File: config.mk
export PLATFORM = sky130hd
export DESIGN_NAME = viterbi_stream_core_flat
export DESIGN_NICKNAME = d
export VERILOG_FILES = /design/src/rtl/viterbi_stream_core_if.sv /design/src/rtl/viterbi_stream_core.sv /design/src/flat_wrapper.sv
export SDC_FILE = /design/constraint.sdc
export NUM_CORES = 2
export LEC_CHECK = 0
export CORE_UTILIZATION = 35
export CTS_BUF_LIST = sky130_fd_sc_hd__clkbuf_16
export DETAILED_ROUTE_END_ITERATION = 8
export DONT_BUFFER_PORTS = 1
export PLACE_DENSITY = 0.54
export REMOVE_ABC_BUFFERS = 1
export SLEW_MARGIN = 20
export SYNTH_ARGS = -nofsm -noshare
export SYNTH_HDL_FRONTEND = slang
export SYNTH_SLANG_ARGS = --single-unit
File: constraint.sdc
create_clock -name clk -period 35.1 [get_ports clk]
set_input_delay 5.265 -clock clk [delete_from_list [all_inputs] [get_ports clk]]
set_output_delay 5.265 -clock clk [all_outputs]
set_load 0.01 [all_outputs]
File: src/rtl/viterbi_stream_core_if.sv
`default_nettype none
// ============================================================================
// Module      : viterbi_stream_core_if
// Description : Sample-in / decision-out valid-ready stream bundle for the
//               streaming Viterbi MLSE core.
// Revision    : 1.0 - initial release
// ============================================================================
interface viterbi_stream_core_if #(
    parameter int B_WIDTH = 8
) ();
    logic                      in_valid;
    logic                      in_ready;
    logic signed [B_WIDTH-1:0] in_sample;
    logic                      out_valid;
    logic                      out_ready;
    logic signed [1:0]         out_symbol;

    modport master (
        output in_valid, in_sample, out_ready,
        input  in_ready, out_valid, out_symbol
    );

    modport slave (
        input  in_valid, in_sample, out_ready,
        output in_ready, out_valid, out_symbol
    );
endinterface
`default_nettype wire

File: src/rtl/viterbi_stream_core.sv
`default_nettype none
// ============================================================================
// Module      : viterbi_stream_core
// Description : Streaming one-sample-per-cycle Viterbi MLSE detector for +/-1
//               symbols over a CHAN_LEN-tap FIR channel, register-exchange
//               survivors and normalised path metrics.
// Revision    : 1.0 - initial release
// ============================================================================
module viterbi_stream_core #(
    parameter int B_WIDTH           = 8,
    parameter int CHAN_LEN          = 3,
    parameter int EST_CHANNEL_WIDTH = 8,
    parameter int TB_DEPTH          = 16,
    parameter int PM_WIDTH          = 16
) (
    input  logic                                  clk,
    input  logic                                  rst,
    input  logic [CHAN_LEN*EST_CHANNEL_WIDTH-1:0] est_channel,
    input  logic                                  update,
    output logic                                  busy,
    viterbi_stream_core_if.slave                  s_if
);

    localparam int NUM_STATES = 1 << (CHAN_LEN - 1);
    localparam int NUM_EV     = 2 * NUM_STATES;
    localparam int ST_W       = CHAN_LEN - 1;
    localparam int EV_W       = EST_CHANNEL_WIDTH + $clog2(CHAN_LEN) + 1;
    localparam int DIFF_W     = ((EV_W > B_WIDTH) ? EV_W : B_WIDTH) + 1;
    localparam int SQ_W       = 2 * DIFF_W;
    localparam int FILL_W     = $clog2(TB_DEPTH + 1);

    localparam logic [PM_WIDTH-1:0] PM_MAX  = '1;
    localparam logic [CHAN_LEN-1:0] K_LAST  = '1;
    localparam logic signed [1:0]   SYM_POS = 2'sb01;
    localparam logic signed [1:0]   SYM_NEG = 2'sb11;

    typedef enum logic [1:0] {
        ST_IDLE    = 2'd0,
        ST_PRECOMP = 2'd1,
        ST_RUN     = 2'd2
    } state_e;

    state_e                          state_q, state_d;
    logic [CHAN_LEN-1:0]             k_q, k_d;
    logic signed [EST_CHANNEL_WIDTH-1:0] taps_q [CHAN_LEN];
    logic signed [EV_W-1:0]          ev_q   [NUM_EV];
    logic [PM_WIDTH-1:0]             pm_q   [NUM_STATES];
    logic [TB_DEPTH-1:0]             surv_q [NUM_STATES];
    logic [FILL_W-1:0]               fill_q;
    logic                            out_valid_q;
    logic signed [1:0]               out_symbol_q;

    logic                            w_in_ready;
    logic                            w_accept;
    logic signed [EV_W-1:0]          w_ev_k;
    logic [NUM_STATES-1:0]           w_take_b;
    logic [PM_WIDTH-1:0]             w_cand_sel [NUM_STATES];
    logic [TB_DEPTH-1:0]             w_surv_new [NUM_STATES];
    logic [PM_WIDTH-1:0]             w_min;
    logic [ST_W-1:0]                 w_best;
    logic                            w_decision;
    logic                            w_fill_ready;

    function automatic logic [PM_WIDTH-1:0] sat_add(
        input logic [PM_WIDTH-1:0] a,
        input logic [PM_WIDTH-1:0] b
    );
        logic [PM_WIDTH:0] sum;
        sum = {1'b0, a} + {1'b0, b};
        return sum[PM_WIDTH] ? PM_MAX : sum[PM_WIDTH-1:0];
    endfunction

    // Squared Euclidean distance, clipped to the metric range.
    function automatic logic [PM_WIDTH-1:0] branch_metric(
        input logic signed [B_WIDTH-1:0] y,
        input logic signed [EV_W-1:0]    ev
    );
        logic signed [DIFF_W-1:0] diff;
        logic signed [SQ_W-1:0]   wide;
        logic [SQ_W-1:0]          sq;
        diff = DIFF_W'(y) - DIFF_W'(ev);
        wide = SQ_W'(diff);
        sq   = $unsigned(wide * wide);
        return (sq > SQ_W'(PM_MAX)) ? PM_MAX : sq[PM_WIDTH-1:0];
    endfunction

    // ------------------------------------------------------------------ FSM
    always_ff @(posedge clk) begin
        if (rst) begin
            state_q <= ST_IDLE;
            k_q     <= '0;
        end else begin
            state_q <= state_d;
            k_q     <= k_d;
        end
    end

    always_comb begin
        state_d    = state_q;
        k_d        = k_q;
        w_in_ready = 1'b0;
        busy       = 1'b1;
        case (state_q)
            ST_IDLE: begin
                if (update) begin
                    state_d = ST_PRECOMP;
                    k_d     = '0;
                end
            end
            ST_PRECOMP: begin
                k_d = k_q + 1'b1;
                if (k_q == K_LAST) begin
                    state_d = ST_RUN;
                end
            end
            ST_RUN: begin
                busy       = 1'b0;
                w_in_ready = !out_valid_q || s_if.out_ready;
            end
            default: state_d = ST_IDLE;
        endcase
        // A new channel estimate pre-empts everything, including a sample
        // being offered in the same cycle.
        if (update) begin
            state_d    = ST_PRECOMP;
            k_d        = '0;
            w_in_ready = 1'b0;
        end
    end

    assign w_accept = s_if.in_valid && w_in_ready;

    // Expected noiseless output for transition index k: bit i of k is x[n-i].
    always_comb begin
        w_ev_k = '0;
        for (int i = 0; i < CHAN_LEN; i++) begin
            if (k_q[i]) begin
                w_ev_k = w_ev_k + EV_W'(taps_q[i]);
            end else begin
                w_ev_k = w_ev_k - EV_W'(taps_q[i]);
            end
        end
    end

    // ------------------------------------------------------------------ ACS
    for (genvar t = 0; t < NUM_STATES; t++) begin : g_acs
        localparam int PA  = t >> 1;
        localparam int PB  = PA + NUM_STATES / 2;
        localparam int BIT = t % 2;

        logic [PM_WIDTH-1:0] w_cand_a;
        logic [PM_WIDTH-1:0] w_cand_b;

        assign w_cand_a = sat_add(pm_q[PA], branch_metric(s_if.in_sample, ev_q[2*PA+BIT]));
        assign w_cand_b = sat_add(pm_q[PB], branch_metric(s_if.in_sample, ev_q[2*PB+BIT]));
        // Strict compare so a tie resolves towards the lower predecessor.
        assign w_take_b[t]   = w_cand_b < w_cand_a;
        assign w_cand_sel[t] = w_take_b[t] ? w_cand_b : w_cand_a;
        assign w_surv_new[t] = {(w_take_b[t] ? surv_q[PB][TB_DEPTH-2:0]
                                             : surv_q[PA][TB_DEPTH-2:0]), 1'(BIT)};
    end

    always_comb begin
        w_min  = w_cand_sel[0];
        w_best = '0;
        for (int t = 1; t < NUM_STATES; t++) begin
            if (w_cand_sel[t] < w_min) begin
                w_min  = w_cand_sel[t];
                w_best = ST_W'(t);
            end
        end
    end

    assign w_decision   = w_surv_new[w_best][TB_DEPTH-1];
    assign w_fill_ready = fill_q >= FILL_W'(TB_DEPTH - 1);

    // ------------------------------------------------------------- datapath
    always_ff @(posedge clk) begin
        if (rst) begin
            for (int i = 0; i < CHAN_LEN; i++) begin
                taps_q[i] <= '0;
            end
            for (int k = 0; k < NUM_EV; k++) begin
                ev_q[k] <= '0;
            end
            for (int t = 0; t < NUM_STATES; t++) begin
                pm_q[t]   <= '0;
                surv_q[t] <= '0;
            end
            fill_q       <= '0;
            out_valid_q  <= 1'b0;
            out_symbol_q <= '0;
        end else begin
            if (update) begin
                for (int i = 0; i < CHAN_LEN; i++) begin
                    taps_q[i] <= est_channel[i*EST_CHANNEL_WIDTH +: EST_CHANNEL_WIDTH];
                end
            end
            if (state_q == ST_PRECOMP) begin
                ev_q[k_q] <= w_ev_k;
            end
            // Trellis is held cleared for the whole precompute, so RUN always
            // starts from a blank slate and stale decisions are dropped.
            if (update || state_q == ST_PRECOMP) begin
                for (int t = 0; t < NUM_STATES; t++) begin
                    pm_q[t]   <= '0;
                    surv_q[t] <= '0;
                end
                fill_q      <= '0;
                out_valid_q <= 1'b0;
            end else if (w_accept) begin
                for (int t = 0; t < NUM_STATES; t++) begin
                    pm_q[t]   <= w_cand_sel[t] - w_min;
                    surv_q[t] <= w_surv_new[t];
                end
                if (fill_q != FILL_W'(TB_DEPTH)) begin
                    fill_q <= fill_q + 1'b1;
                end
                out_valid_q <= w_fill_ready;
                if (w_fill_ready) begin
                    out_symbol_q <= w_decision ? SYM_POS : SYM_NEG;
                end
            end else if (s_if.out_ready) begin
                out_valid_q <= 1'b0;
            end
        end
    end

    assign s_if.in_ready   = w_in_ready;
    assign s_if.out_valid  = out_valid_q;
    assign s_if.out_symbol = out_symbol_q;

endmodule
`default_nettype wire
File: src/flat_wrapper.sv
// flat-port wrapper written by rule: the top's interface ports become plain ports
module viterbi_stream_core_flat 
#(
    parameter int B_WIDTH           = 8,
    parameter int CHAN_LEN          = 3,
    parameter int EST_CHANNEL_WIDTH = 8,
    parameter int TB_DEPTH          = 16,
    parameter int PM_WIDTH          = 16
)
  (clk, rst, est_channel, update, busy, s_if_in_valid, s_if_in_sample, s_if_out_ready, s_if_in_ready, s_if_out_valid, s_if_out_symbol);
  viterbi_stream_core_if #(.B_WIDTH(B_WIDTH)) s_if_i ();
  input  logic clk;
  input  logic rst;
  input  logic [CHAN_LEN*EST_CHANNEL_WIDTH-1:0] est_channel;
  input  logic update;
  output logic busy;
  input wire logic [$bits(s_if_i.in_valid)-1:0] s_if_in_valid;
  input wire logic [$bits(s_if_i.in_sample)-1:0] s_if_in_sample;
  input wire logic [$bits(s_if_i.out_ready)-1:0] s_if_out_ready;
  output wire logic [$bits(s_if_i.in_ready)-1:0] s_if_in_ready;
  output wire logic [$bits(s_if_i.out_valid)-1:0] s_if_out_valid;
  output wire logic [$bits(s_if_i.out_symbol)-1:0] s_if_out_symbol;
  assign s_if_i.in_valid = s_if_in_valid;
  assign s_if_i.in_sample = s_if_in_sample;
  assign s_if_i.out_ready = s_if_out_ready;
  assign s_if_in_ready = s_if_i.in_ready;
  assign s_if_out_valid = s_if_i.out_valid;
  assign s_if_out_symbol = s_if_i.out_symbol;
  viterbi_stream_core #(.B_WIDTH(B_WIDTH), .CHAN_LEN(CHAN_LEN), .EST_CHANNEL_WIDTH(EST_CHANNEL_WIDTH), .TB_DEPTH(TB_DEPTH), .PM_WIDTH(PM_WIDTH)) u_core (.clk(clk), .rst(rst), .est_channel(est_channel), .update(update), .busy(busy), .s_if(s_if_i));
endmodule
==> flow_metrics.env <==
export IMPL_area_growth_pct=6.803
export IMPL_cts_root_buf="clkbuf_16"
export IMPL_post_cts_resized=0
export IMPL_crit_path_max_fanout=32
export IMPL_die_y_um=432.3
export IMPL_hold_violations=0
export IMPL_cpMaxStageDelayCell="o21ai_0"
export IMPL_grt_ovfl_total=0
export IMPL_post_cts_buffers=0
export IMPL_end_kind="flop"
export IMPL_rsz0062_at_grt="false"
export IMPL_cts_hold_buffers_added=0
export IMPL_seq_area_frac_synth=0.1067
export IMPL_crit_family="compound AO/OA/AOI/OAI gates"
export IMPL_grt_pass1_wl_mm=278.5
export IMPL_drive_gt1_frac=0.03253
export IMPL_hp_class="flop to flop"
export IMPL_slew_headroom=0.2552
export IMPL_synthMostInstantiatedCell="inv_1"
export IMPL_htreeDepth=1
export IMPL_finalCritPeriodShare=0.9132
export IMPL_synth_largest_area_cell="fa_1"
export IMPL_cts_sinks=245
export IMPL_worstSetupStartpointType="input pin"
export IMPL_yosysTopAreaCellShare=0.3070
export IMPL_finalWorstSetupSlack_ns=3.046
export IMPL_firstDrtPassIters=7
export IMPL_arrival_ns=32.42
export IMPL_dp_slack_ns=2.318
export IMPL_finalSetupTns_ns=0
export IMPL_num_vias=48440
export IMPL_slew_viol_final=0
export IMPL_yosysWarnings=0
export IMPL_postSynthCellCount=7409
export IMPL_nets=9264
export IMPL_path_clk_slew_ns=0.06
export IMPL_grt_max_degree=50
export IMPL_wirelength_mm=174.2
export IMPL_antenna_found_initial=5
export IMPL_portBuffers=0
export IMPL_synth_area_leaders="fa_1 (31%), ha_1 (16%), inv_1 (9.9%)"
export IMPL_cts_buffer_depth=3
export IMPL_worst_path_largest_cell_delay_ns=0.87
export IMPL_via_per_inst=4.905
export IMPL_cap_violations=0
export IMPL_drc=0
export IMPL_cts_made_buffers=30
export IMPL_tightestPinTransition_ns=1.117
export IMPL_rows=157
export IMPL_critPathKind="input pin to flop"
export IMPL_core_area_um2=183500
export IMPL_pin_count=42
export IMPL_cp_buffers_inverters=14
export IMPL_syn_area_um2=64810
export IMPL_yosys_top_cells_count="inv_1 (1705), fa_1 (994), ha_1 (848)"
export IMPL_hpwl_mm=146.6
export IMPL_syn_area_per_cell_um2=8.748
export IMPL_synth_seq_cells=245
export IMPL_finalSetupViolCount=0
export IMPL_clk_latency_ns=0.64
export IMPL_fin_skew_ns=0.01703
export IMPL_cpMostUsedCell="inv_1"
export IMPL_die_x_um=432.3
export IMPL_globalplace_congestion=0.9384
export IMPL_drt_initial_drc_count=2476
export IMPL_fin_crit_ns=32.05
export IMPL_tritoncts="yes"
export IMPL_status="finished clean"
export IMPL_synth_edff_count=201
export IMPL_synth_flop_cell="edfxtp_1"
export IMPL_max_freq_mhz=31.20
export IMPL_ant_nets=0
export IMPL_grt_pass1_vias=50580
export IMPL_post_drt_wl_per_cell_um=17.63
export IMPL_start_util=0.3533
export IMPL_required_ns=35.47
export IMPL_synthDistinctLibCells=104
export IMPL_dieArea_um2=186900
export IMPL_async_flop_share=0
export IMPL_grt_usage=0.1894
[layer usage]
metal | share of wire | vias up | GRT usage
met5 | 0.00025 | - | 0
met4 | 0.022 | 6 | 0.03866
met3 | 0.042 | 140 | 0.01874
met2 | 0.48 | 781 | 0.3226
met1 | 0.46 | 24070 | 0.2594
li1 | - | 23450 | -
[sequential cells by signal, indices dropped and copies added, names as in the netlist]
name,flops
u_core.ev_q,88
u_core.fill_q,5
u_core.k_q,3
u_core.pm_q,64
u_core.s_if.out_symbol,2
u_core.s_if.out_valid,1
u_core.state_q,2
u_core.surv_q,56
u_core.taps_q,24
[layout make-up]
type / count / area, um2
sequential: 245 / 6917
clock inverter: 22 / 250.2
antenna: 4 / 10.01
timing repair buffer: 66 / 495.5
multi-input combinational: 5314 / 51130
clock buffer: 34 / 850.8
inverter: 1728 / 6487
fill: 18910 / 114300
tap: 2464 / 3083
[worst paths after layout]
kind | start | to | slack, ns | depth (start not counted)
worst max register to register | u_core.ev_q[5][1] | u_core.pm_q[0][14] | 7.61 | 100
worst max-delay path | s_if_in_sample[0] | u_core.pm_q[0][14] | 3.05 | 102
worst min register to register | u_core.surv_q[2][2] | u_core.surv_q[2][2] | 0.48 | 2
worst min-delay path | u_core.surv_q[2][2] | u_core.surv_q[2][2] | 0.48 | 2
[cell usage in the layout (no fill, tap or decap), drive strengths merged, types with 28 or more instances in the layout]
cell type and instances:
clkinv 29, o211ai 28, clkbuf 34, nor2 780, nand2 477, o21bai 93, nor2b 61, xnor2 305
fa 994, nand4 48, o21ai 237, and2 71, nand2b 101, or2 41, inv 1717, a21oi 339
ha 848, nor3 71, a21o 144, nand3 64, dfxtp 44, o21a 45, xor2 109, edfxtp 201
buf 66, a211oi 36, mux2i 107, a21boi 61
[logic make-up (layout without fill, tap and decap cells)]
family                   after synthesis  in the layout  synth area share
adder cells (fa/ha/maj)             1847           1847            0.4715
other                                  0              4                 0
multiplexers                         129            129           0.02046
AO/OA/AOI/OAI                       1135           1135            0.1153
buffers and inverters               1850           1850            0.1073
XOR/XNOR                             414            414           0.05594
flip-flops                           245            245            0.1067
AND/OR/NAND/NOR                     1789           1789            0.1227
[stage by stage]
stage | utilization | instances | hold slack (ns) | area, um2
after detailed placement | 0.3712 | 9817 | 0.4650 | 68100
after floorplan | - | 7287 | 0.4442 | 64350
after CTS | 0.3772 | 9873 | 0.4777 | 69200
final | 0.3773 | 9877 | 0.4761 | 69220
after global routing | 0.3773 | 9874 | 0.5086 | 69220
after global placement | 0.3712 | 9817 | 0.4584 | 68100
[worst min-delay path, cell delays in order, from the launching register on]
cell and delay [ns]:
dfxtp_1 0.32, nand2_1 0.06, a21oi_1 0.05
Power is not shown: default switching activity piles up to over one toggle a cycle in this logic, so the estimate is an artifact.
